===== src/rtl/scalar_wb_stage_if.sv =====
// Bundles the writeback stage signals: ALU result handshake, load issue/return,
// register file write port and the decode-side forwarding/hazard port.
interface scalar_wb_stage_if #(
    parameter int unsigned DATA_W = 16,
    parameter int unsigned ADDR_W = 3
);
    logic              alu_vld;
    logic [ADDR_W-1:0] alu_dst;
    logic [DATA_W-1:0] alu_data;
    logic              alu_rdy;
    logic              ld_issue;
    logic [ADDR_W-1:0] ld_issue_dst;
    logic              ld_vld;
    logic [ADDR_W-1:0] ld_dst;
    logic [DATA_W-1:0] ld_data;
    logic              wr_en;
    logic [ADDR_W-1:0] wr_dst;
    logic [DATA_W-1:0] wr_data;
    logic [ADDR_W-1:0] rd_addr_1;
    logic [ADDR_W-1:0] rd_addr_2;
    logic [DATA_W-1:0] rf_data_1;
    logic [DATA_W-1:0] rf_data_2;
    logic [DATA_W-1:0] fwd_data_1;
    logic [DATA_W-1:0] fwd_data_2;
    logic              hazard_1;
    logic              hazard_2;

    // Stage side.
    modport slave (
        input  alu_vld, alu_dst, alu_data, ld_issue, ld_issue_dst,
        input  ld_vld, ld_dst, ld_data, rd_addr_1, rd_addr_2, rf_data_1, rf_data_2,
        output alu_rdy, wr_en, wr_dst, wr_data, fwd_data_1, fwd_data_2, hazard_1, hazard_2
    );

    // Pipeline / environment side.
    modport master (
        output alu_vld, alu_dst, alu_data, ld_issue, ld_issue_dst,
        output ld_vld, ld_dst, ld_data, rd_addr_1, rd_addr_2, rf_data_1, rf_data_2,
        input  alu_rdy, wr_en, wr_dst, wr_data, fwd_data_1, fwd_data_2, hazard_1, hazard_2
    );
endinterface


===== src/rtl/scalar_wb_stage.sv =====
// Writeback stage: merges load returns (highest priority, never stalled) with ALU
// results (valid/ready, skid FIFO), tracks pending loads per register, and
// forwards the registered write to the decode read ports.
module scalar_wb_stage #(
    parameter int unsigned DATA_W     = 16,
    parameter int unsigned ADDR_W     = 3,
    parameter int unsigned FIFO_DEPTH = 2
) (
    input logic              clk,
    input logic              rst,
    scalar_wb_stage_if.slave bus
);
    localparam int unsigned PtrW = $clog2(FIFO_DEPTH);
    localparam int unsigned CntW = PtrW + 1;
    localparam int unsigned NReg = 2 ** ADDR_W;

    logic [ADDR_W-1:0] fifo_dst_q  [FIFO_DEPTH];
    logic [DATA_W-1:0] fifo_data_q [FIFO_DEPTH];
    logic [PtrW-1:0]   rd_ptr_q, rd_ptr_d;
    logic [PtrW-1:0]   wr_ptr_q, wr_ptr_d;
    logic [CntW-1:0]   count_q, count_d;
    logic [NReg-1:0]   pend_q, pend_d;
    logic              wr_en_q, wr_en_d;
    logic [ADDR_W-1:0] wr_dst_q, wr_dst_d;
    logic [DATA_W-1:0] wr_data_q, wr_data_d;

    logic                  alu_rdy;
    logic                  alu_fire;
    logic                  fifo_empty;
    logic                  push;
    logic                  pop;
    logic [FIFO_DEPTH-1:0] ent_vld;
    logic                  fifo_hit_1;
    logic                  fifo_hit_2;

    // Ready is held low through reset so nothing is accepted into a FIFO being cleared.
    assign alu_rdy    = !rst && (count_q < CntW'(FIFO_DEPTH));
    assign alu_fire   = bus.alu_vld && alu_rdy;
    assign fifo_empty = (count_q == '0);

    // Write-source selection: load, then FIFO head, then direct ALU bypass.
    always_comb begin
        wr_en_d   = 1'b0;
        wr_dst_d  = wr_dst_q;
        wr_data_d = wr_data_q;
        push      = 1'b0;
        pop       = 1'b0;
        if (bus.ld_vld) begin
            wr_en_d   = 1'b1;
            wr_dst_d  = bus.ld_dst;
            wr_data_d = bus.ld_data;
            push      = alu_fire;
        end else if (!fifo_empty) begin
            wr_en_d   = 1'b1;
            wr_dst_d  = fifo_dst_q[rd_ptr_q];
            wr_data_d = fifo_data_q[rd_ptr_q];
            pop       = 1'b1;
            push      = alu_fire;
        end else if (alu_fire) begin
            wr_en_d   = 1'b1;
            wr_dst_d  = bus.alu_dst;
            wr_data_d = bus.alu_data;
        end
    end

    // FIFO pointer/count next state; pointers wrap naturally at the power-of-two depth.
    always_comb begin
        rd_ptr_d = rd_ptr_q + PtrW'(pop);
        wr_ptr_d = wr_ptr_q + PtrW'(push);
        count_d  = count_q + CntW'(push) - CntW'(pop);
    end

    // Scoreboard next state; a set applied after the clear wins on the same register.
    always_comb begin
        pend_d = pend_q;
        if (bus.ld_vld) begin
            pend_d[bus.ld_dst] = 1'b0;
        end
        if (bus.ld_issue) begin
            pend_d[bus.ld_issue_dst] = 1'b1;
        end
    end

    // Control state and write port registers.
    always_ff @(posedge clk) begin
        if (rst) begin
            rd_ptr_q  <= '0;
            wr_ptr_q  <= '0;
            count_q   <= '0;
            pend_q    <= '0;
            wr_en_q   <= 1'b0;
            wr_dst_q  <= '0;
            wr_data_q <= '0;
        end else begin
            rd_ptr_q  <= rd_ptr_d;
            wr_ptr_q  <= wr_ptr_d;
            count_q   <= count_d;
            pend_q    <= pend_d;
            wr_en_q   <= wr_en_d;
            wr_dst_q  <= wr_dst_d;
            wr_data_q <= wr_data_d;
        end
    end

    // FIFO storage; contents are don't-care outside the valid window so no reset.
    always_ff @(posedge clk) begin
        if (push) begin
            fifo_dst_q[wr_ptr_q]  <= bus.alu_dst;
            fifo_data_q[wr_ptr_q] <= bus.alu_data;
        end
    end

    // An entry is valid when its distance from the head is below the occupancy.
    always_comb begin
        ent_vld = '0;
        for (int unsigned i = 0; i < FIFO_DEPTH; i++) begin
            ent_vld[i] = ({1'b0, PtrW'(i) - rd_ptr_q} < count_q);
        end
    end

    // Match decode read addresses against queued ALU destinations.
    always_comb begin
        fifo_hit_1 = 1'b0;
        fifo_hit_2 = 1'b0;
        for (int unsigned i = 0; i < FIFO_DEPTH; i++) begin
            if (ent_vld[i] && (fifo_dst_q[i] == bus.rd_addr_1)) begin
                fifo_hit_1 = 1'b1;
            end
            if (ent_vld[i] && (fifo_dst_q[i] == bus.rd_addr_2)) begin
                fifo_hit_2 = 1'b1;
            end
        end
    end

    assign bus.alu_rdy    = alu_rdy;
    assign bus.wr_en      = wr_en_q;
    assign bus.wr_dst     = wr_dst_q;
    assign bus.wr_data    = wr_data_q;
    assign bus.hazard_1   = pend_q[bus.rd_addr_1] | fifo_hit_1;
    assign bus.hazard_2   = pend_q[bus.rd_addr_2] | fifo_hit_2;
    assign bus.fwd_data_1 = (wr_en_q && (wr_dst_q == bus.rd_addr_1)) ? wr_data_q : bus.rf_data_1;
    assign bus.fwd_data_2 = (wr_en_q && (wr_dst_q == bus.rd_addr_2)) ? wr_data_q : bus.rf_data_2;
endmodule


===== src/flat_wrapper.sv =====
// flat-port wrapper written by rule: the top's interface ports become plain ports
module scalar_wb_stage_flat 
#(
    parameter int unsigned DATA_W     = 16,
    parameter int unsigned ADDR_W     = 3,
    parameter int unsigned FIFO_DEPTH = 2
)
  (clk, rst, bus_alu_vld, bus_alu_dst, bus_alu_data, bus_ld_issue, bus_ld_issue_dst, bus_ld_vld, bus_ld_dst, bus_ld_data, bus_rd_addr_1, bus_rd_addr_2, bus_rf_data_1, bus_rf_data_2, bus_alu_rdy, bus_wr_en, bus_wr_dst, bus_wr_data, bus_fwd_data_1, bus_fwd_data_2, bus_hazard_1, bus_hazard_2);
  scalar_wb_stage_if #(.DATA_W(DATA_W), .ADDR_W(ADDR_W)) bus_i ();
  input logic clk;
  input logic rst;
  input wire logic [$bits(bus_i.alu_vld)-1:0] bus_alu_vld;
  input wire logic [$bits(bus_i.alu_dst)-1:0] bus_alu_dst;
  input wire logic [$bits(bus_i.alu_data)-1:0] bus_alu_data;
  input wire logic [$bits(bus_i.ld_issue)-1:0] bus_ld_issue;
  input wire logic [$bits(bus_i.ld_issue_dst)-1:0] bus_ld_issue_dst;
  input wire logic [$bits(bus_i.ld_vld)-1:0] bus_ld_vld;
  input wire logic [$bits(bus_i.ld_dst)-1:0] bus_ld_dst;
  input wire logic [$bits(bus_i.ld_data)-1:0] bus_ld_data;
  input wire logic [$bits(bus_i.rd_addr_1)-1:0] bus_rd_addr_1;
  input wire logic [$bits(bus_i.rd_addr_2)-1:0] bus_rd_addr_2;
  input wire logic [$bits(bus_i.rf_data_1)-1:0] bus_rf_data_1;
  input wire logic [$bits(bus_i.rf_data_2)-1:0] bus_rf_data_2;
  output wire logic [$bits(bus_i.alu_rdy)-1:0] bus_alu_rdy;
  output wire logic [$bits(bus_i.wr_en)-1:0] bus_wr_en;
  output wire logic [$bits(bus_i.wr_dst)-1:0] bus_wr_dst;
  output wire logic [$bits(bus_i.wr_data)-1:0] bus_wr_data;
  output wire logic [$bits(bus_i.fwd_data_1)-1:0] bus_fwd_data_1;
  output wire logic [$bits(bus_i.fwd_data_2)-1:0] bus_fwd_data_2;
  output wire logic [$bits(bus_i.hazard_1)-1:0] bus_hazard_1;
  output wire logic [$bits(bus_i.hazard_2)-1:0] bus_hazard_2;
  assign bus_i.alu_vld = bus_alu_vld;
  assign bus_i.alu_dst = bus_alu_dst;
  assign bus_i.alu_data = bus_alu_data;
  assign bus_i.ld_issue = bus_ld_issue;
  assign bus_i.ld_issue_dst = bus_ld_issue_dst;
  assign bus_i.ld_vld = bus_ld_vld;
  assign bus_i.ld_dst = bus_ld_dst;
  assign bus_i.ld_data = bus_ld_data;
  assign bus_i.rd_addr_1 = bus_rd_addr_1;
  assign bus_i.rd_addr_2 = bus_rd_addr_2;
  assign bus_i.rf_data_1 = bus_rf_data_1;
  assign bus_i.rf_data_2 = bus_rf_data_2;
  assign bus_alu_rdy = bus_i.alu_rdy;
  assign bus_wr_en = bus_i.wr_en;
  assign bus_wr_dst = bus_i.wr_dst;
  assign bus_wr_data = bus_i.wr_data;
  assign bus_fwd_data_1 = bus_i.fwd_data_1;
  assign bus_fwd_data_2 = bus_i.fwd_data_2;
  assign bus_hazard_1 = bus_i.hazard_1;
  assign bus_hazard_2 = bus_i.hazard_2;
  scalar_wb_stage #(.DATA_W(DATA_W), .ADDR_W(ADDR_W), .FIFO_DEPTH(FIFO_DEPTH)) u_core (.clk(clk), .rst(rst), .bus(bus_i));
endmodule

===== config.mk =====
export PLATFORM = sky130hd
export DESIGN_NAME = scalar_wb_stage_flat
export DESIGN_NICKNAME = d
export VERILOG_FILES = /design/src/rtl/scalar_wb_stage_if.sv /design/src/rtl/scalar_wb_stage.sv /design/src/flat_wrapper.sv
export SDC_FILE = /design/constraint.sdc
export NUM_CORES = 1
export LEC_CHECK = 0
export ABC_AREA = 1
export BUFFER_PORTS_ARGS = -buffer_cell sky130_fd_sc_hd__clkbuf_2
export CAP_MARGIN = 5
export CORE_UTILIZATION = 35
export DETAILED_ROUTE_END_ITERATION = 10
export REMOVE_ABC_BUFFERS = 1
export SLEW_MARGIN = 20
export SYNTH_ARGS = -nofsm -noshare
export SYNTH_HDL_FRONTEND = slang
export SYNTH_SLANG_ARGS = --single-unit

===== constraint.sdc =====
create_clock -name clk -period 1.8 [get_ports clk]
set_input_delay 0 -clock clk [delete_from_list [all_inputs] [get_ports clk]]
set_output_delay 0 -clock clk [all_outputs]
set_load 0.02 [all_outputs]

## Yosys cells after proc, flatten, opt, wreduce, memory -nomap -nowiden

Memory sizes are Yosys's and may differ from the RTL's. A register that Yosys moved wholly into a read port is not among the register bits.
Index checks and enable logic that the tools add are counted.

- Register bits: 32
- Memory bits (writable): 38
- Input bits: 84
- Output and inout port bits: 55
- Memories kept: 2

Memory list:

| name | words | width | read ports | clocked after memory_dff | write ports | line | text |
|---|---|---|---|---|---|---|---|
| u_core.fifo_data_q | 2 | 16 | 1 | 1 | 1 | scalar_wb_stage.sv:18 | `logic [DATA_W-1:0] fifo_data_q [FIFO_DEPTH];` |
| u_core.fifo_dst_q | 2 | 3 | 3 | 1 | 1 | scalar_wb_stage.sv:17 | `logic [ADDR_W-1:0] fifo_dst_q [FIFO_DEPTH];` |

- Add/sub/neg operators: 6
- $lt $le $gt $ge: 9
- Equal/unequal tests: 7
- Muxes and demuxes: 33
- Bitwise logic cells: 5
- Reductions and logical operators: 12

Operators with widths:

| cell | number |
|---|---|
| two-way mux 16 bit | 5 |
| two-way mux 1 bit | 19 |
| equality test 3 bit | 6 |
| less-than comparator 3 x 4 -> 1 bit, second input constant | 4 |
| two-way mux 8 bit | 2 |
| logical AND 1 bit | 10 |
| two-way mux 3 bit | 3 |
| AND 8 bit | 1 |
| NOT 8 bit | 1 |
| OR 8 bit | 1 |
| binary-select mux 1 bit (select 3 bit) | 2 |
| demux 1 bit (select 3 bit) | 2 |
| >= comparator 3 x 1 -> 1 bit, second input constant | 2 |
| less-than comparator 1 x 2 -> 1 bit | 2 |
| != test 3 x 2 -> 1 bit, second input constant | 1 |
| adder 1 bit | 2 |
| adder 2 x 1 -> 2 bit | 1 |
| zero test 2 bit | 1 |
| less-than comparator 2 bit, second input constant | 1 |
| OR 1 bit | 2 |
| subtractor 1 bit, first input constant | 2 |
| subtractor 2 x 1 -> 2 bit | 1 |
| zero test 1 bit | 1 |

## Longest topological paths before layout

Gate-level depths: netlist (run 1).

- Word-level depth: 9
- Depth in mapped cells: 9
- Mapped depth without buffers: 8

## Worst setup path after synthesis (run 1)

No wires, ideal clock.

- Path kind: flip-flop to flip-flop
- From: register u_core.count_q[1]
- To: memory u_core.fifo_data_q[1][0], enable pin
- Arrival: 1.575 ns
- Slack: -0.152 ns
- Stages on the path, launching flop included: 5
- Buffers on the path: 0
- Period minus slack after synthesis: 1.952 ns
- Cell sequence: dfxtp_1 nor2_1 nand2_1 nor2_1 ha_1

- Word-level cells in the longest chain between the ends: 7
- Elaborated cells between the ends (all ways): 8
- Those cells by class: order compare: 1; mux: 4; reduce/logical: 3

Ends and longest elaborated chain:

| item | line | text |
|---|---|---|
| from (decl) | scalar_wb_stage.sv:21 | `logic [CntW-1:0] count_q, count_d;` |
| from (signal assigned) | scalar_wb_stage.sv:97 | `count_q <= count_d;` |
| less-than comparator 2 bit (*) | scalar_wb_stage.sv:37 | `assign alu_rdy = !rst && (count_q < CntW'(FIFO_DEPTH));` |
| logical AND 1 bit (*) | scalar_wb_stage.sv:37 |  |
| net bus_alu_rdy | flat_wrapper.sv:24 | `output wire logic [$bits(bus_i.alu_rdy)-1:0] bus_alu_rdy;` |
| logical AND 1 bit (*) | scalar_wb_stage.sv:38 | `assign alu_fire = bus.alu_vld && alu_rdy;` |
| two-way mux 1 bit | scalar_wb_stage.sv:53 | `end else if (!fifo_empty) begin` |
| two-way mux 1 bit (*) | scalar_wb_stage.sv:48 | `if (bus.ld_vld) begin` |
| two-way mux 1 bit (*) | scalar_wb_stage.sv:107 | `if (push) begin` |
| two-way mux 1 bit (implied by the code) (*) | scalar_wb_stage.sv:109 | `fifo_data_q[wr_ptr_q] <= bus.alu_data;` |
| to (decl) | scalar_wb_stage.sv:18 |  |

The timed path passes the listed nets; every way through them passes the cells marked *.

## Final worst setup path (run 1)

- From: register u_core.wr_dst_q[1], in the netlist u_core.bus.wr_dst[1]
- To: output port bus_fwd_data_1[3]

- Word-level cells in the longest chain between the ends: 3

Ends and longest elaborated chain:

| item | line | text |
|---|---|---|
| from (decl) | scalar_wb_stage.sv:24 | `logic [ADDR_W-1:0] wr_dst_q, wr_dst_d;` |
| from (signal assigned) | scalar_wb_stage.sv:100 | `wr_dst_q <= wr_dst_d;` |
| equality test 3 bit | scalar_wb_stage.sv:141 | `assign bus.fwd_data_1 = (wr_en_q && (wr_dst_q == bus.rd_addr_1)) ? wr_data_q : bus.rf_data_1;` |
| logical AND 1 bit | scalar_wb_stage.sv:141 |  |
| two-way mux 16 bit | scalar_wb_stage.sv:141 |  |
| to (decl) | flat_wrapper.sv:28 | `output wire logic [$bits(bus_i.fwd_data_1)-1:0] bus_fwd_data_1;` |

No other way between the ends.

==> results of run 1 <==
==> kinds of logic after synthesis <==
group / Yosys count / synth area share (%)
xor+xnor: 13 / 2.854
buf+inv: 60 / 7.340
flops: 70 / 44.67
fa+ha+maj: 4 / 1.255
simple gates: 370 / 38.11
compound gates: 46 / 5.771
==> worst paths after layout <==
check	endpoint	from	slack, ns	depth (start not counted)
max reg2reg	u_core.count_q[1]	u_core.count_q[1]	0.19	8
max	bus_fwd_data_1[3]	u_core.bus.wr_dst[1]	0.12	8
min	u_core.bus.wr_data[15]	bus_ld_data[15]	0.003	5
min reg2reg	u_core.pend_q[2]	u_core.pend_q[2]	0.48	2
==> synth_stat cells, drive strengths merged (8+ instances only) <==
cell / number / area share (%)
nand2: 258 / 25
nor2: 58 / 5.7
nand3: 42 / 5.3
edfxtp: 38 / 29
o21ai: 35 / 4.4
dfxtp: 32 / 16
inv: 30 / 2.8
buf: 18 / 3.3
a21oi: 11 / 1.4
clkbuf: 10 / 1.0
xnor2: 10 / 2.2
nand4: 8 / 1.3
==> routing by layer <==
metal | wire (um) | part of all wire [%] | GRT usage [%] | vias to the layer above
met1 | 5249 | 44 | 26.90 | 1924
met4 | 225 | 1.9 | 8.880 | 0
met3 | 587 | 4.9 | 3.347 | 15
li1 | - | - | - | 2151
met5 | 0 | 0 | 0 | -
met2 | 6001 | 50 | 37.75 | 118
==> power breakdown <==
| part | internal [mW] | leakage, nW | switching (mW) |
|---|---|---|---|
| clock | 1.07 | 0.146 | 0.678 |
| sequential | 1.95 | 0.610 | 0.245 |
| combinational | 0.895 | 2.05 | 1.64 |
==> state kept, by name, summed over array words and instances (netlist names) <==
register	count
u_core.bus.wr_data	16
u_core.fifo_dst_q	6
u_core.bus.wr_dst	3
u_core.bus.wr_en	1
u_core.rd_ptr_q	1
u_core.wr_ptr_q	1
u_core.fifo_data_q	32
u_core.count_q	2
u_core.pend_q	8
==> timing repair <==
item	4_1_cts	5_1_grt
buffers inserted	0	4
endpoints found under the setup margin	0	33
hold buffers	33	0
endpoints found under the hold margin	54	0
gates resized for setup	0	8
==> cell type report <==
cell class	count	area, um^2	area share, %
multi-input cells	433	1939	35.02
flip-flops and latches	70	1782	32.17
repair buffers	192	1227	22.16
clock buffers	10	229.0	4.135
well taps	140	175.2	3.163
inverters	32	122.6	2.214
clock inverters	6	62.56	1.130
==> critical path, stage by stage, from the launching register on <==
cell and delay [ns]:
dfxtp_1 0.34, inv_1 0.11, nor2_2 0.06, nor3_4 0.21
buf_4 0.15, buf_4 0.14, nand3_1 0.10, nand2_1 0.08
clkbuf_2 0.16
==> per-stage QoR <==
stage               cell area (um^2)  setup TNS (ns)  total power [mW]  worst slack (ns)
global route                    5538               0             6.907          0.001939
finish                          5538               0             6.480            0.1228
detailed placement              4852               0             4.636            0.2213
global placement                4852               0             4.590            0.2583
floorplan                       3819          -14.75             3.618           -0.4245
CTS                             5474               0             6.448          0.006653
==> impl_metrics.json, run 1 <==
{
  "status": "finished clean",
  "port_buffers": 138,
  "layout-drive-gt1-share_pct": 25.44,
  "postSynthCellCount": 563,
  "final_common_cell": "nand2_1",
  "async_reset_ff_share_pct": 0,
  "final_cell_mix": "nand2_1, clkbuf_2, nor2_1",
  "fin_crit_sh_pct": 93.18,
  "synthToLayoutAreaGrowth_pct": 38.83,
  "antenna_found_initial": 0,
  "p_leak_nw": 2.804,
  "num_antenna_cells": 0,
  "grt_pass1_vias": 4095,
  "cts_root_buf": "clkbuf_16",
  "holdWs_ns": 0.002985,
  "ant_nets": 0,
  "cp_max_fo": 6,
  "clock.fmax_ghz": 0.5962,
  "rsz0062_at_grt": "false",
  "dieArea_um2": 11830,
  "powerDensity_nw_per_um2": 1170,
  "yosysSeqAreaShare_pct": 44.67,
  "core_area_um2": 10980,
  "avgSynthCellArea_um2": 7.085,
  "endpoint_kind": "primary output",
  "yosysWarnings": 0,
  "fp-row-count": 38,
  "wirelength_um": 12060,
  "drv_slew": 0,
  "htree_levels": 3,
  "wire_per_inst_um": 13.66,
  "fin_crit_ns": 1.677,
  "arrival_ns": 1.68,
  "grt_overflow": 0,
  "groute.usage.overall_pct": 21.77,
  "cts_buffers": 9,
  "min_path_type": "in -> reg",
  "hold_viol": 0,
  "clockBufferDepth": 2,
  "grt_max_degree": 39,
  "clk-insertion-delay-late_ns": 0.33,
  "crit_type": "reg -> out",
  "clock_sinks": 70,
  "setup_viol": 0,
  "critPathRequiredTime_ns": 1.80,
  "drtIter0Drc": 175,
  "drt_first_pass_iters": 5,
  "place_inst": 830,
  "clkTransAtPathRegs_ns": 0.06,
  "start_util_pct": 36.32,
  "cts_tree": "built",
  "layoutNonFillerInstCount": 883,
  "viasPerCell": 4.766,
  "die_y_um": 108.8,
  "finish.utilization_pct": 50.42,
  "synth_ff_type": "edfxtp_1",
  "worst_pin_slew_ns": 0.6923,
  "peakVddDrop_v": 0.0005190,
  "synth_edf_count": 38,
  "via_count": 4208,
  "max_slew_margin_pct": 53.79,
  "fill_cells": 1066,
  "finalClockSkew_ns": 0.003722,
  "synth_cell_type_count": 25,
  "synthesis.area_um2": 3989,
  "die_w_um": 108.8,
  "grt_pass1_wl_um": 19510,
  "drc": 0,
  "cap_violations": 0,
  "nets": 826,
  "crit_path_start_kind": "flip-flop",
  "ios": 139,
  "gp_congestion": 0.8642,
  "dp_hpwl_um": 8786,
  "ys_ff_latch": 70
}
Power figures use the tool's default switching activity.
==> inputs of run 2 (changes only) <==
Settings changed: PLACE_DENSITY set to 0.58, SLEW_MARGIN 20 to unset.
Clock period 1.8 ns to 1.4 ns, I/O delays scaled along.
==> impl_metrics.json, run 2 (synthesis results as in run 1) <==
{
  "nets": 849,
  "grt_pass1_vias": 4066,
  "die_w_um": 108.8,
  "crit_type": "reg -> out",
  "drc": 0,
  "worst_pin_slew_ns": 0.2612,
  "finalClockSkew_ns": 0.008393,
  "status": "complete, but fails checks",
  "rsz0062_at_grt": "true",
  "layout-drive-gt1-share_pct": 33.55,
  "final_common_cell": "nand2_1",
  "grt_max_degree": 22,
  "ant_nets": 0,
  "path_depth": 7,
  "wire_per_inst_um": 15.08,
  "drtIter0Drc": 214,
  "cp_max_fo": 8,
  "min_path_type": "in -> reg",
  "powerDensity_nw_per_um2": 1543,
  "final_cell_mix": "nand2_1, clkbuf_2, nor2_1",
  "core_area_um2": 10980,
  "drt_first_pass_iters": 5,
  "critPathSlowestCell": "dfxtp_4",
  "path_cells": "xor2_1 > nor2_2 > buf_12 > clkbuf_16 > nand3_2 > nand2_1 > clkbuf_8",
  "viasPerCell": 4.875,
  "holdWs_ns": 0.001982,
  "arrival_ns": 1.63,
  "wirelength_um": 13660,
  "largest_register_ffs": 32,
  "place_ws_ns": -0.1234,
  "dp_hpwl_um": 8987,
  "holdPathStages": 5,
  "synthToLayoutAreaGrowth_pct": 61.57,
  "cts_buffers": 9,
  "peakVddDrop_v": 0.0006923,
  "clock_sinks": 70,
  "finish.utilization_pct": 58.68,
  "cp_num_buf_inv": 3,
  "dieArea_um2": 11830,
  "gp_congestion": 0.8145,
  "critical_path.top_delay_family": "buffers and inverters",
  "cts_root_buf": "clkbuf_16",
  "top_register": "u_core.fifo_data_q",
  "start_util_pct": 36.32,
  "drv_slew": 0,
  "ios": 139,
  "r2r_cells": 5,
  "fin_crit_sh_pct": 116.4,
  "clockBufferDepth": 2,
  "cts_tree": "built",
  "cap_violations": 0,
  "grt_pass1_wl_um": 19610,
  "htree_levels": 3,
  "crit_path_max_incr_delay_ns": 0.36,
  "via_count": 4417,
  "port_buffers": 138,
  "violations": "negative setup slack",
  "fp-row-count": 38,
  "crit_path_start_kind": "flip-flop",
  "max_slew_margin_pct": 82.59,
  "clkTransAtPathRegs_ns": 0.06,
  "setup_viol": 73,
  "clock.fmax_ghz": 0.6136,
  "die_y_um": 108.8,
  "grt_overflow": 0,
  "num_antenna_cells": 0,
  "endpoint_kind": "primary output",
  "fin_crit_ns": 1.630,
  "setup_slack_ns": -0.2297,
  "groute.usage.overall_pct": 21.78,
  "hold_viol": 0,
  "p_leak_nw": 3.125,
  "clk-insertion-delay-late_ns": 0.33,
  "critPathRequiredTime_ns": 1.40,
  "antenna_found_initial": 0
}
## run 2: cell count changes in the layout (fill, tap and decap cells not counted), moves of 8 or more
cell,previous run,this run
o21ai_0,31,21
clkbuf_2,138,107
o21ai_1,4,12
clkbuf_8,0,19
buf_6,3,15
## run 2: metal layers
metal | global-route usage (%) | routed length (um) | up-vias
li1 | - | - | 2198
met1 | 25.70 | 5649 | 2034
met2 | 39.65 | 6982 | 165
met3 | 3.586 | 795 | 20
met4 | 7.625 | 235 | 0
met5 | 0 | 0 | -
## run 2: final cells by class
type / count / area [um^2]
multi-input cells: 434 / 2143
repair inverters: 1 / 7.507
clock inverters: 7 / 97.59
repair buffers: 213 / 1864
well taps: 140 / 175.2
clock buffers: 9 / 225.2
fillers: 963 / 4538
flip-flops and latches: 70 / 1805
inverters: 32 / 126.4
## run 2: worst paths after layout
kind | start | to | slack [ns]
setup / recovery | u_core.bus.wr_dst[2] | bus_fwd_data_2[7] | -0.23
hold / removal | bus_ld_data[6] | u_core.bus.wr_data[6] | 0.002
setup reg to reg | u_core.count_q[1] | u_core.fifo_data_q[0][5] | -0.08
hold reg to reg | u_core.pend_q[3] | u_core.pend_q[3] | 0.47
## run 2: stage by stage
| step | total power [mW] | setup TNS [ns] | cell area, um^2 | cells |
|---|---|---|---|---|
| finish | 9.942 | -7.859 | 6445 | 906 |
| floorplan | 4.652 | -40.36 | 3819 | 535 |
| detailed placement | 6.159 | -4.636 | 4980 | 837 |
| global placement | 6.119 | -2.876 | 4980 | 837 |
| CTS | 9.161 | -6.356 | 5977 | 888 |
| global route | 10.48 | -11.64 | 6445 | 906 |
## run 2: worst reg2reg max path, cell delays in order, from the launching register on
cell	delay, ns
dfxtp_4	0.38
nor2_4	0.13
nand2_2	0.09
nor2_4	0.20
ha_4	0.23
clkbuf_16	0.16
## run 2: timing repair
item	4_1_cts	5_1_grt
resized for setup	86	70
hold buffers	28	0
pin swaps	16	33
setup buffers	7	10
endpoints found under the hold margin	47	0
endpoints found under the setup margin	77	83
gates cloned	1	10
## run 2: report_power, final
group          internal, mW  leakage (nW)  total [mW]  switching, mW
registers              2.55         0.614        2.91          0.363
logic                  2.06          2.36        4.58           2.52
clock network          1.56         0.152        2.45          0.889
==> inputs of run 3 (changes only) <==
Settings changed: CTS_BUF_LIST set to sky130_fd_sc_hd__clkbuf_4 sky130_fd_sc_hd__clkbuf_8.
==> impl_metrics.json, run 3 (synthesis results as in run 1) <==
{
  "status": "complete, but fails checks",
  "violations": "negative setup slack",
  "drtIter0Drc": 240,
  "combPwrFrac_pct": 48.6,
  "drt_first_pass_iters": 4,
  "largest_register_ffs": 32,
  "drc": 0,
  "hold_path_startpoint": "bus_ld_data[8]",
  "groute.usage.overall_pct": 23.17,
  "stdcell_area_um2": 6400,
  "powerDensity_nw_per_um2": 1445,
  "wirelength_um": 13690,
  "die_y_um": 108.8,
  "fin_crit_sh_pct": 116.1,
  "power.share.clock_pct": 19.8,
  "internal_power_mw": 5.531,
  "final_cell_mix": "nand2_1, clkbuf_2, nor2_1",
  "r2r_cells": 7,
  "rsz0062_at_grt": "true",
  "hold_end": "u_core.bus.wr_data[8]",
  "max_slew_margin_pct": 81.89,
  "crit_path_start_kind": "flip-flop",
  "fp-row-count": 38,
  "final_common_cell": "nand2_1",
  "clockBufferDepth": 2,
  "tns_ns": -7.410,
  "cts_root_buf": "clkbuf_8",
  "htree_levels": 3,
  "die_w_um": 108.8,
  "arrival_ns": 1.63,
  "setup_slack_ns": -0.2260,
  "grt_overflow": 0,
  "critical_path.top_delay_family": "buffers and inverters",
  "antenna_found_initial": 0,
  "core_area_um2": 10980,
  "crit_path_max_incr_delay_ns": 0.37,
  "switchingPower_mw": 3.715,
  "ios": 139,
  "endpoint_kind": "primary output",
  "r2r-end": "u_core.fifo_dst_q[0][0]",
  "r2r_start": "u_core.count_q[1]",
  "min_path_type": "in -> reg",
  "grt_pass1_vias": 4239,
  "fin_crit_ns": 1.626,
  "clkTransAtPathRegs_ns": 0.08,
  "dieArea_um2": 11830,
  "via_count": 4368,
  "critPathRequiredTime_ns": 1.40,
  "gp_congestion": 0.8145,
  "setup_viol": 54,
  "worst_pin_slew_ns": 0.2717,
  "ant_nets": 0,
  "wire_per_inst_um": 14.99,
  "r2r_slack_ns": -0.06,
  "cp_num_buf_inv": 3,
  "clock_sinks": 70,
  "grt_pass1_wl_um": 20670,
  "layout-drive-gt1-share_pct": 34.80,
  "swShare_pct": 40.18,
  "cts_buffers": 9,
  "critPathSlowestCell": "dfxtp_4",
  "nets": 856,
  "p_leak_nw": 3.060,
  "clk-insertion-delay-late_ns": 0.35,
  "drv_slew": 0,
  "path_cells": "xor2_1 > nor2_2 > buf_12 > clkbuf_16 > nand3_2 > nand2_2 > buf_6",
  "crit_type": "reg -> out",
  "finalClockSkew_ns": 0.01094,
  "synthToLayoutAreaGrowth_pct": 60.45,
  "start_util_pct": 36.32,
  "cap_violations": 0,
  "clock.fmax_ghz": 0.6150,
  "holdPathStages": 5,
  "hold_viol": 0,
  "peakVddDrop_v": 0.0006438,
  "grt_max_degree": 22,
  "top_register": "u_core.fifo_data_q",
  "num_antenna_cells": 0,
  "cts_tree": "built",
  "placed_cell_area_um2": 4980,
  "dp_hpwl_um": 8987,
  "pwr-share-seq_pct": 31.6,
  "port_buffers": 138,
  "cp_max_fo": 7,
  "viasPerCell": 4.784
}
==> run 3: cell count changes in the layout (fill, tap and decap cells not counted), sizes merged <==
cell,previous run,this run
buf,52,61
clkbuf,142,132
dlygate4sd3,28,36
==> run 3: routing by layer <==
| layer | vias to the layer above | track usage (%) | part of all wire (%) |
|---|---|---|---|
| met5 | - | 0 | 0 |
| met4 | 0 | 8.108 | 1.3 |
| met3 | 13 | 3.586 | 5.4 |
| met2 | 153 | 41.91 | 51 |
| met1 | 1996 | 27.72 | 42 |
| li1 | 2206 | - | - |
==> run 3: worst max path at each step <==
stage / startpoint / to / cells past startpoint
after detailed placement: u_core.count_q[1] / u_core.fifo_data_q[0][13] / 5
final: u_core.bus.wr_dst[2] / bus_fwd_data_2[7] / 7
after CTS: u_core.bus.wr_dst[2] / bus_fwd_data_2[10] / 7
after floorplan: u_core.count_q[1] / u_core.bus.wr_data[10] / 4
after global routing: u_core.bus.wr_dst[1] / bus_fwd_data_1[7] / 8
after global placement: u_core.count_q[1] / u_core.count_q[1] / 8
==> run 3: timing repair <==
action / in CTS / in global routing
gates cloned: 7 / 3
hold buffers: 36 / 0
endpoints found under the hold margin: 56 / 0
setup endpoints to repair: 77 / 83
resized for setup: 102 / 83
pin swaps: 23 / 38
buffers inserted: 13 / 8
==> run 3: worst reg2reg max path: stages, from the launching register on <==
cell	delay (ns)
dfxtp_4	0.38
nor2_4	0.10
nand2_2	0.08
nor2_4	0.13
buf_6	0.11
ha_4	0.13
buf_6	0.11
buf_6	0.12
==> run 3: area by class of cell <==
class                           instances  area [um^2]
Timing Repair Buffer                  220         1871
Timing Repair inverter                  1        7.507
Tap cell                              140        175.2
Sequential cell                        70         1805
Inverter                               32        128.9
Clock inverter                          7        97.59
Clock buffer                            9        123.9
Fill cell                             962         4583
Multi-Input combinational cell        434         2191
==> run 3: metrics by stage <==
stage               worst slack (ns)  total power, mW  hold WS (ns)  utilization, %  cells
finish                       -0.2260            9.246   0.000004441           58.27    913
global route                 -0.2924            9.767       0.03326           58.27    913
CTS                          -0.2597            8.861      0.001683           56.20    908
detailed placement           -0.1234            6.159        0.2155           45.34    837
global placement            -0.09147            6.119        0.2099           45.34    837
floorplan                    -0.8245            4.652       0.06907               -    535
==> run 3: power by group through the flow <==
stage                     logic (mW)  registers (mW)  clock network (mW)
final                           4.50            2.92                1.83
after global placement          3.29            2.83                   0
after global routing            4.87            2.96                1.93
after CTS                       4.15            2.86                1.85
after detailed placement        3.32            2.84                   0
after floorplan                 1.61            3.04                   0
